`config.mk`:
```
export PLATFORM = sky130hd
export DESIGN_NAME = uart_rx_line_buffer_flat
export DESIGN_NICKNAME = d
export VERILOG_FILES = /design/src/rtl/uart_rx_line_buffer_pkg.sv /design/src/rtl/uart_rx_line_buffer_if.sv /design/src/rtl/uart_rx_line_buffer_fifo.sv /design/src/rtl/uart_rx_line_buffer.sv /design/src/flat_wrapper.sv
export SDC_FILE = /design/constraint.sdc
export NUM_CORES = 1
export LEC_CHECK = 0
export BUFFER_PORTS_ARGS = -buffer_cell sky130_fd_sc_hd__buf_2
export CAP_MARGIN = 20
export CORE_ASPECT_RATIO = 0.8
export CORE_MARGIN = 4
export CORE_UTILIZATION = 42
export CTS_CLUSTER_DIAMETER = 200
export DETAILED_ROUTE_END_ITERATION = 10
export SETUP_SLACK_MARGIN = 0.5
export SLEW_MARGIN = 20
export SYNTH_ARGS = -nofsm -noshare
export SYNTH_HDL_FRONTEND = slang
export SYNTH_SLANG_ARGS = --single-unit
export TNS_END_PERCENT = 20
```
`constraint.sdc`:
```
create_clock -name wb_clk_i -period 8 [get_ports wb_clk_i]
set_clock_uncertainty 0.1 [all_clocks]
set_input_delay 1.6 -clock wb_clk_i [delete_from_list [all_inputs] [get_ports wb_clk_i]]
set_output_delay 1.6 -clock wb_clk_i [all_outputs]
set_load 0.01 [all_outputs]
```
`src/rtl/uart_rx_line_buffer_pkg.sv`:
```
// Shared constants for the UART receive line buffer: register map,
// STATUS/CTRL bit positions and reset values.
package uart_rx_line_buffer_pkg;

  typedef enum logic [2:0] {
    ADR_DATA   = 3'd0,
    ADR_STATUS = 3'd1,
    ADR_LEVEL  = 3'd2,
    ADR_CTRL   = 3'd3,
    ADR_THRESH = 3'd4
  } reg_adr_e;

  // STATUS bit positions
  localparam int unsigned ST_EMPTY = 1;
  localparam int unsigned ST_FULL  = 2;
  localparam int unsigned ST_LINE  = 3;
  localparam int unsigned ST_OVF   = 4;

  // CTRL bit positions; only the three enables are stored
  localparam int unsigned CTRL_LINE_IE = 0;
  localparam int unsigned CTRL_LVL_IE  = 1;
  localparam int unsigned CTRL_OVF_IE  = 2;
  localparam int unsigned CTRL_FLUSH   = 7;

  localparam logic [7:0] THRESH_RST = 8'h08;

endpackage

```
`src/rtl/uart_rx_line_buffer_if.sv`:
```
// 8-bit Wishbone classic bus between the CPU-side master and the buffer.
interface uart_rx_line_buffer_if;
  logic [2:0] wb_adr_i;
  logic [7:0] wb_dat_i;
  logic       wb_we_i;
  logic       wb_cyc_i;
  logic       wb_stb_i;
  logic [7:0] wb_dat_o;
  logic       wb_ack_o;
  logic       wb_err_o;

  modport slave (
    input  wb_adr_i, wb_dat_i, wb_we_i, wb_cyc_i, wb_stb_i,
    output wb_dat_o, wb_ack_o, wb_err_o
  );

  modport master (
    output wb_adr_i, wb_dat_i, wb_we_i, wb_cyc_i, wb_stb_i,
    input  wb_dat_o, wb_ack_o, wb_err_o
  );
endinterface

```
`src/rtl/uart_rx_line_buffer_fifo.sv`:
```
// Byte FIFO with combinational head, same-cycle push+pop and synchronous flush.
// The caller guarantees push only when not full (or popping) and pop only
// when not empty.
module sync_byte_fifo #(
  parameter int unsigned DEPTH_LOG2 = 4
) (
  input  logic                  clk,
  input  logic                  rst_n,
  input  logic                  i_push,
  input  logic [7:0]            i_data,
  input  logic                  i_pop,
  input  logic                  i_flush,
  output logic [7:0]            o_head,
  output logic [DEPTH_LOG2:0]   o_count,
  output logic                  o_full,
  output logic                  o_empty
);

  localparam int unsigned DEPTH = 1 << DEPTH_LOG2;

  logic [7:0]            r_mem [DEPTH];
  logic [DEPTH_LOG2-1:0] r_wr_ptr;
  logic [DEPTH_LOG2-1:0] r_rd_ptr;
  logic [DEPTH_LOG2:0]   r_count;

  assign o_head  = r_mem[r_rd_ptr];
  assign o_count = r_count;
  assign o_full  = (r_count == DEPTH[DEPTH_LOG2:0]);
  assign o_empty = (r_count == '0);

  // Storage write; no reset needed since count gates validity
  always_ff @(posedge clk) begin
    if (i_push) r_mem[r_wr_ptr] <= i_data;
  end

  // Pointer and occupancy tracking; pointers wrap naturally at DEPTH
  always_ff @(posedge clk or negedge rst_n) begin
    if (!rst_n) begin
      r_wr_ptr <= '0;
      r_rd_ptr <= '0;
      r_count  <= '0;
    end else if (i_flush) begin
      r_wr_ptr <= '0;
      r_rd_ptr <= '0;
      r_count  <= '0;
    end else begin
      if (i_push) r_wr_ptr <= r_wr_ptr + DEPTH_LOG2'(1);
      if (i_pop)  r_rd_ptr <= r_rd_ptr + DEPTH_LOG2'(1);
      case ({i_push, i_pop})
        2'b10:   r_count <= r_count + (DEPTH_LOG2+1)'(1);
        2'b01:   r_count <= r_count - (DEPTH_LOG2+1)'(1);
        default: r_count <= r_count;
      endcase
    end
  end

endmodule

```
`src/rtl/uart_rx_line_buffer.sv`:
```
// UART receive line buffer: byte FIFO behind the uart_transceiver rx strobe,
// line counting on a terminator byte, 8-bit Wishbone register slave and one
// registered level interrupt.
module uart_rx_line_buffer
  import uart_rx_line_buffer_pkg::*;
#(
  parameter int unsigned DEPTH_LOG2 = 4,
  parameter logic [7:0]  LINE_CHAR  = 8'h0A
) (
  input  logic                    wb_clk_i,
  input  logic                    wb_rst_ni,
  input  logic [7:0]              rx_data_i,
  input  logic                    rx_done_i,
  uart_rx_line_buffer_if.slave    wb,
  output logic                    irq_o
);

  logic                r_ack;
  logic                r_err;
  logic [7:0]          r_dat_o;
  logic                r_irq;
  logic                r_ovf;
  logic                r_flush;
  logic [2:0]          r_ctrl;
  logic [7:0]          r_thresh;
  logic [DEPTH_LOG2:0] r_lines;

  logic                w_req;
  logic                w_adr_ok;
  logic                w_rd;
  logic                w_wr;
  logic                w_pop;
  logic                w_push;
  logic                w_ovf_set;
  logic                w_ovf_clr;
  logic                w_ctrl_wr;
  logic                w_thresh_wr;
  logic                w_flush_req;
  logic                w_line_in;
  logic                w_line_out;
  logic                w_lvl_hit;
  logic                w_irq_next;
  logic [7:0]          w_head;
  logic [7:0]          w_rdata;
  logic [7:0]          w_count_ext;
  logic [DEPTH_LOG2:0] w_count;
  logic                w_full;
  logic                w_empty;

  // Bus decode: a request is only seen while no response is outstanding
  assign w_req       = wb.wb_cyc_i & wb.wb_stb_i & ~r_ack & ~r_err;
  assign w_adr_ok    = (wb.wb_adr_i <= ADR_THRESH);
  assign w_rd        = w_req & ~wb.wb_we_i & w_adr_ok;
  assign w_wr        = w_req &  wb.wb_we_i & w_adr_ok;
  assign w_pop       = w_rd & (wb.wb_adr_i == ADR_DATA) & ~w_empty;
  assign w_ovf_clr   = w_wr & (wb.wb_adr_i == ADR_STATUS) & wb.wb_dat_i[ST_OVF];
  assign w_ctrl_wr   = w_wr & (wb.wb_adr_i == ADR_CTRL);
  assign w_thresh_wr = w_wr & (wb.wb_adr_i == ADR_THRESH);
  assign w_flush_req = w_ctrl_wr & wb.wb_dat_i[CTRL_FLUSH];

  // Receive side: a pop in the same cycle frees the slot for the new byte;
  // bytes arriving while the flush is applied are dropped without ovf
  assign w_push      = rx_done_i & ~r_flush & (~w_full | w_pop);
  assign w_ovf_set   = rx_done_i & ~r_flush &  w_full & ~w_pop;
  assign w_line_in   = w_push & (rx_data_i == LINE_CHAR);
  assign w_line_out  = w_pop  & (w_head == LINE_CHAR);

  assign w_count_ext = {{(7 - DEPTH_LOG2){1'b0}}, w_count};
  assign w_lvl_hit   = (w_count_ext >= r_thresh) && (r_thresh != '0);
  assign w_irq_next  = (r_ctrl[CTRL_LINE_IE] & (r_lines != '0)) |
                       (r_ctrl[CTRL_LVL_IE]  & w_lvl_hit) |
                       (r_ctrl[CTRL_OVF_IE]  & r_ovf);

  sync_byte_fifo #(
    .DEPTH_LOG2 (DEPTH_LOG2)
  ) u_fifo (
    .clk     (wb_clk_i),
    .rst_n   (wb_rst_ni),
    .i_push  (w_push),
    .i_data  (rx_data_i),
    .i_pop   (w_pop),
    .i_flush (r_flush),
    .o_head  (w_head),
    .o_count (w_count),
    .o_full  (w_full),
    .o_empty (w_empty)
  );

  // Read-data mux, sampled in the request cycle (before any pop)
  always_comb begin
    w_rdata = '0;
    case (wb.wb_adr_i)
      ADR_DATA:   w_rdata = w_empty ? '0 : w_head;
      ADR_STATUS: begin
        w_rdata[ST_OVF]   = r_ovf;
        w_rdata[ST_LINE]  = (r_lines != '0);
        w_rdata[ST_FULL]  = w_full;
        w_rdata[ST_EMPTY] = w_empty;
      end
      ADR_LEVEL:  w_rdata[DEPTH_LOG2:0] = w_count;
      ADR_CTRL:   w_rdata[2:0] = r_ctrl;
      ADR_THRESH: w_rdata = r_thresh;
      default:    w_rdata = '0;
    endcase
  end

  // Registered single-cycle ack/err with read data valid only alongside ack
  always_ff @(posedge wb_clk_i or negedge wb_rst_ni) begin
    if (!wb_rst_ni) begin
      r_ack   <= 1'b0;
      r_err   <= 1'b0;
      r_dat_o <= '0;
    end else begin
      r_ack   <= w_req &  w_adr_ok;
      r_err   <= w_req & ~w_adr_ok;
      r_dat_o <= w_rd ? w_rdata : '0;
    end
  end

  // Control registers; flush is applied one cycle after its write request
  always_ff @(posedge wb_clk_i or negedge wb_rst_ni) begin
    if (!wb_rst_ni) begin
      r_ctrl   <= '0;
      r_thresh <= THRESH_RST;
      r_flush  <= 1'b0;
    end else begin
      r_flush <= w_flush_req;
      if (w_ctrl_wr)   r_ctrl   <= wb.wb_dat_i[2:0];
      if (w_thresh_wr) r_thresh <= wb.wb_dat_i;
    end
  end

  // Sticky overflow flag; a new overflow beats a same-cycle clear
  always_ff @(posedge wb_clk_i or negedge wb_rst_ni) begin
    if (!wb_rst_ni)     r_ovf <= 1'b0;
    else if (w_ovf_set) r_ovf <= 1'b1;
    else if (w_ovf_clr) r_ovf <= 1'b0;
  end

  // Count of terminator bytes currently held in the FIFO
  always_ff @(posedge wb_clk_i or negedge wb_rst_ni) begin
    if (!wb_rst_ni) begin
      r_lines <= '0;
    end else if (r_flush) begin
      r_lines <= '0;
    end else begin
      case ({w_line_in, w_line_out})
        2'b10:   r_lines <= r_lines + (DEPTH_LOG2+1)'(1);
        2'b01:   r_lines <= r_lines - (DEPTH_LOG2+1)'(1);
        default: r_lines <= r_lines;
      endcase
    end
  end

  // Registered level interrupt
  always_ff @(posedge wb_clk_i or negedge wb_rst_ni) begin
    if (!wb_rst_ni) r_irq <= 1'b0;
    else            r_irq <= w_irq_next;
  end

  assign wb.wb_ack_o = r_ack;
  assign wb.wb_err_o = r_err;
  assign wb.wb_dat_o = r_dat_o;
  assign irq_o       = r_irq;

endmodule

```
`src/flat_wrapper.sv`:
```
// flat-port wrapper written by rule: the top's interface ports become plain ports
module uart_rx_line_buffer_flat import uart_rx_line_buffer_pkg::*;
#(
  parameter int unsigned DEPTH_LOG2 = 4,
  parameter logic [7:0]  LINE_CHAR  = 8'h0A
)
  (wb_clk_i, wb_rst_ni, rx_data_i, rx_done_i, irq_o, wb_wb_adr_i, wb_wb_dat_i, wb_wb_we_i, wb_wb_cyc_i, wb_wb_stb_i, wb_wb_dat_o, wb_wb_ack_o, wb_wb_err_o);
  uart_rx_line_buffer_if wb_i ();
  input  logic wb_clk_i;
  input  logic wb_rst_ni;
  input  logic [7:0] rx_data_i;
  input  logic rx_done_i;
  output logic irq_o;
  input wire logic [$bits(wb_i.wb_adr_i)-1:0] wb_wb_adr_i;
  input wire logic [$bits(wb_i.wb_dat_i)-1:0] wb_wb_dat_i;
  input wire logic [$bits(wb_i.wb_we_i)-1:0] wb_wb_we_i;
  input wire logic [$bits(wb_i.wb_cyc_i)-1:0] wb_wb_cyc_i;
  input wire logic [$bits(wb_i.wb_stb_i)-1:0] wb_wb_stb_i;
  output wire logic [$bits(wb_i.wb_dat_o)-1:0] wb_wb_dat_o;
  output wire logic [$bits(wb_i.wb_ack_o)-1:0] wb_wb_ack_o;
  output wire logic [$bits(wb_i.wb_err_o)-1:0] wb_wb_err_o;
  assign wb_i.wb_adr_i = wb_wb_adr_i;
  assign wb_i.wb_dat_i = wb_wb_dat_i;
  assign wb_i.wb_we_i = wb_wb_we_i;
  assign wb_i.wb_cyc_i = wb_wb_cyc_i;
  assign wb_i.wb_stb_i = wb_wb_stb_i;
  assign wb_wb_dat_o = wb_i.wb_dat_o;
  assign wb_wb_ack_o = wb_i.wb_ack_o;
  assign wb_wb_err_o = wb_i.wb_err_o;
  uart_rx_line_buffer #(.DEPTH_LOG2(DEPTH_LOG2), .LINE_CHAR(LINE_CHAR)) u_core (.wb_clk_i(wb_clk_i), .wb_rst_ni(wb_rst_ni), .rx_data_i(rx_data_i), .rx_done_i(rx_done_i), .wb(wb_i), .irq_o(irq_o));
endmodule
```
==> impl_metrics.env <==
export IMPL_status="complete, no violations"
export IMPL_finalCritPeriodShare=0.6089
export IMPL_synth_area_mm2=0.007413
export IMPL_ys_async_sr_fraction=0.2471
export IMPL_synth_edf_count=128
export IMPL_layout_drive_gt1_share=0.2246
export IMPL_power_frac_comb=0.209
export IMPL_hp_class="reg2reg"
export IMPL_cts_made_buffers=17
export IMPL_drt_pass1_iter_count=5
export IMPL_leakage_uw=0.003091
export IMPL_clkLatencyLatePin_ns=0.42
export IMPL_grt_usage=0.1676
export IMPL_crit_buf_inv=2
export IMPL_synth_seq_cells=170
export IMPL_holdWs_ns=0.4485
export IMPL_antenna_found_initial=0
export IMPL_htree_levels=4
export IMPL_tightest_slew_ns=0.9585
export IMPL_worstSetupPathType="reg2reg"
export IMPL_gp_congestion=0.8670
export IMPL_clk_pin_slew_ns=0.06
export IMPL_routed_wl_um=15820
export IMPL_dieHeight_um=126.8
export IMPL_cp_top_family="simple AND/OR/NAND/NOR gates"
export IMPL_rsz0062_at_grt="false"
export IMPL_hold_viol_final=0
export IMPL_fmax_mhz=205.3
export IMPL_cts_resized_gates=0
export IMPL_setup_viol=0
export IMPL_vias=4154
export IMPL_max_stage_delay_ns=0.77
export IMPL_seq_area_frac_synth=0.6604
export IMPL_finalNetCount=544
export IMPL_cts_setup_buffers=0
export IMPL_grt_pass1_wl_um=24630
export IMPL_yosysWarningCount=0
export IMPL_io_buffers=35
export IMPL_path_max_fanout=20
export IMPL_die_w_um=156.5
export IMPL_cts_hold_buf=0
export IMPL_irDropWorstVdd_v=0.0001577
export IMPL_area_delta_synth_final_pct=13.94
export IMPL_power_density_mw_per_mm2=299.5
export IMPL_via_per_inst=5.636
export IMPL_switchingPower_uw=718.5
export IMPL_clk_path_buf_depth=2
export IMPL_critPathLaunchType="flip-flop"
export IMPL_share_seq_of_total_power=0.462
export IMPL_wl_per_cell_um=21.46
export IMPL_synth_cell_types=54
export IMPL_ys_flop_type="edfxtp_1"
export IMPL_drv_slew=0
export IMPL_row_count=43
export IMPL_root_buffer="clkbuf_16"
export IMPL_fin_setup_tns_ns=0
export IMPL_drtIter0Drc=390
export IMPL_worst_path_max_delay_cell="dfrtp_2"
export IMPL_arrival_ns=5.10
export IMPL_intPower_uw=1811
export IMPL_dpl_hpwl_um=10810
export IMPL_fin_crit_ns=4.871
export IMPL_grt_pass1_vias=4290
export IMPL_antenna_cells=0
export IMPL_switching_share=0.2840
export IMPL_crit_path_cell_trace="buf_4 > mux4_1 > a22oi_1 > nand2_1 > or4_4 > nor3_2 > ha_1 > inv_1 > fa_1 > nor2b_1 > o21ai_0 > and3_1 > or4_1 > a21oi_1"
export IMPL_cts_tree="yes"
export IMPL_coreArea_mm2=0.01732
export IMPL_grt_max_degree=43
export IMPL_ios=36
export IMPL_power_share_clock=0.329
export IMPL_slew_headroom=0.3610
export IMPL_cts_sinks=170
export IMPL_mappedNetlistNets=506
export IMPL_syn_avg_cell_area_um2=16.08
export IMPL_overflow=0
export IMPL_max_cap_violations=0
export IMPL_worstSetupEndpointType="flip-flop"
export IMPL_synth_cells=461
export IMPL_fillers=1482
export IMPL_start_util=0.4279
export IMPL_fp_dieArea_mm2=0.01985
export IMPL_ant_nets=0
export IMPL_ff2ff_setup_slack_ns=3.13
export IMPL_drc=0
export IMPL_cp_required_ns=8.23
## cells in the final DEF, fill, tap and decap left out, drive strengths merged, types with 2 or more instances in the layout
cell type,Yosys,routed
clkinv,0,3
fa,2,2
nand2,20,20
a22o,5,5
ha,18,18
a21oi,11,11
or4,4,4
nor3,3,3
mux2,11,11
nand3,7,7
nor2b,12,12
nand4,2,2
a31oi,2,2
dfrtp,41,41
and3,2,2
nor3b,3,3
o31ai,4,4
buf,7,40
a211oi,2,2
o21ai,10,10
clkbuf,14,24
edfxtp,128,128
nor2,29,29
nor4,7,7
inv,25,28
mux2i,6,6
mux4,32,32
a221oi,3,3
xor2,6,6
xnor2,4,4
and2,11,11
a21o,4,4
a22oi,14,14
## power groups by stage
stage	Clock, uW	Sequential, uW	Combinational, uW
global route	888	1180	582
detailed placement	0	1190	523
CTS	847	1170	527
finish	831	1170	529
global placement	0	1180	515
floorplan	0	1110	425
## state kept, by name, summed over array words and instances, names as in the netlist, 3 cells and up
register / flops
u_core.r_thresh: 8
u_core.u_fifo.o_count: 5
u_core.u_fifo.r_wr_ptr: 4
u_core.wb.wb_dat_o: 8
u_core.r_lines: 5
u_core.r_ctrl: 3
u_core.u_fifo.r_mem: 128
u_core.u_fifo.r_rd_ptr: 4
## logic make-up (layout without fill, tap and decap cells)
family                   after synthesis  after routing  synth area share
AO/OA/AOI/OAI                         61             61           0.06127
XOR/XNOR                              10             10           0.01181
adder cells (fa/ha/maj)               20             20           0.03578
buffers and inverters                 46             97           0.02751
flip-flops                           170            170            0.6604
multiplexers                          49             49            0.1286
AND/OR/NAND/NOR                      105            105           0.07460
## path summary, 6_finish.rpt
kind / startpoint / end / depth (start not counted)
setup / recovery: u_core.u_fifo.r_rd_ptr[0] / u_core.r_lines[4] / 14
hold / removal: u_core.r_ovf / u_core.r_ovf / 2
setup reg to reg: u_core.u_fifo.r_rd_ptr[0] / u_core.r_lines[4] / 14
hold reg to reg: u_core.r_ovf / u_core.r_ovf / 2
max in group asynchronous: wb_rst_ni / u_core.u_fifo.r_rd_ptr[0] / 1
min in group asynchronous: wb_rst_ni / u_core.wb.wb_ack_o / 1
## through the flow
step | utilization | worst slack [ns] | area [um2] | instances | power (uW)
2_1_floorplan | - | 3.259 | 7413 | 461 | 1538
3_3_place_gp | 0.4508 | 3.009 | 7810 | 704 | 1696
3_5_place_dp | 0.4511 | 2.811 | 7815 | 705 | 1709
4_1_cts | 0.4866 | 3.041 | 8429 | 737 | 2541
5_1_grt | 0.4876 | 2.793 | 8447 | 737 | 2655
6_report | 0.4876 | 3.129 | 8447 | 737 | 2530
## cell usage after synthesis, drive strengths merged, types with 2 or more instances
| cell | number | share of area |
|---|---|---|
| a211oi | 2 | 0.0020 |
| a21o | 4 | 0.0041 |
| a21oi | 11 | 0.0074 |
| a221oi | 3 | 0.0035 |
| a22o | 5 | 0.0061 |
| a22oi | 14 | 0.014 |
| a31oi | 2 | 0.0017 |
| and2 | 11 | 0.0096 |
| and3 | 2 | 0.0017 |
| buf | 7 | 0.0078 |
| clkbuf | 14 | 0.0071 |
| dfrtp | 41 | 0.14 |
| edfxtp | 128 | 0.52 |
| fa | 2 | 0.0054 |
| ha | 18 | 0.030 |
| inv | 25 | 0.013 |
| mux2 | 11 | 0.017 |
| mux2i | 6 | 0.0081 |
| mux4 | 32 | 0.10 |
| nand2 | 20 | 0.010 |
| nand3 | 7 | 0.0047 |
| nand4 | 2 | 0.0017 |
| nor2 | 29 | 0.015 |
| nor2b | 12 | 0.010 |
| nor3 | 3 | 0.0027 |
| nor3b | 3 | 0.0030 |
| nor4 | 7 | 0.0059 |
| o21ai | 10 | 0.0068 |
| o31ai | 4 | 0.0041 |
| or4 | 4 | 0.0046 |
| xnor2 | 4 | 0.0047 |
| xor2 | 6 | 0.0071 |
## worst reg2reg max path: stages, from the launching register on
cell	delay [ns]
dfrtp_2	0.77
buf_4	0.43
mux4_1	0.61
a22oi_1	0.26
nand2_1	0.15
or4_4	0.53
nor3_2	0.16
ha_1	0.25
inv_1	0.10
fa_1	0.40
nor2b_1	0.17
o21ai_0	0.12
and3_1	0.20
or4_1	0.39
a21oi_1	0.15
## layer usage
| layer | vias to the layer above | GRT usage | part of all wire |
|---|---|---|---|
| li1 | 1872 | - | - |
| met1 | 2162 | 0.2450 | 0.48 |
| met2 | 108 | 0.2422 | 0.45 |
| met3 | 12 | 0.05628 | 0.061 |
| met4 | 0 | 0.04388 | 0.012 |
| met5 | - | 0 | 0 |
## cell type report
type	count	area, um2	share of cell area
flip-flops and latches	170	4897	0.5798
multi-input cells	245	2350	0.2782
clock buffers	24	538.0	0.06369
well taps	225	281.5	0.03333
repair buffers	40	210.2	0.02489
inverters	25	93.84	0.01111
clock inverters	8	76.32	0.009036
No activity file was read; power rests on OpenSTA's default activity.
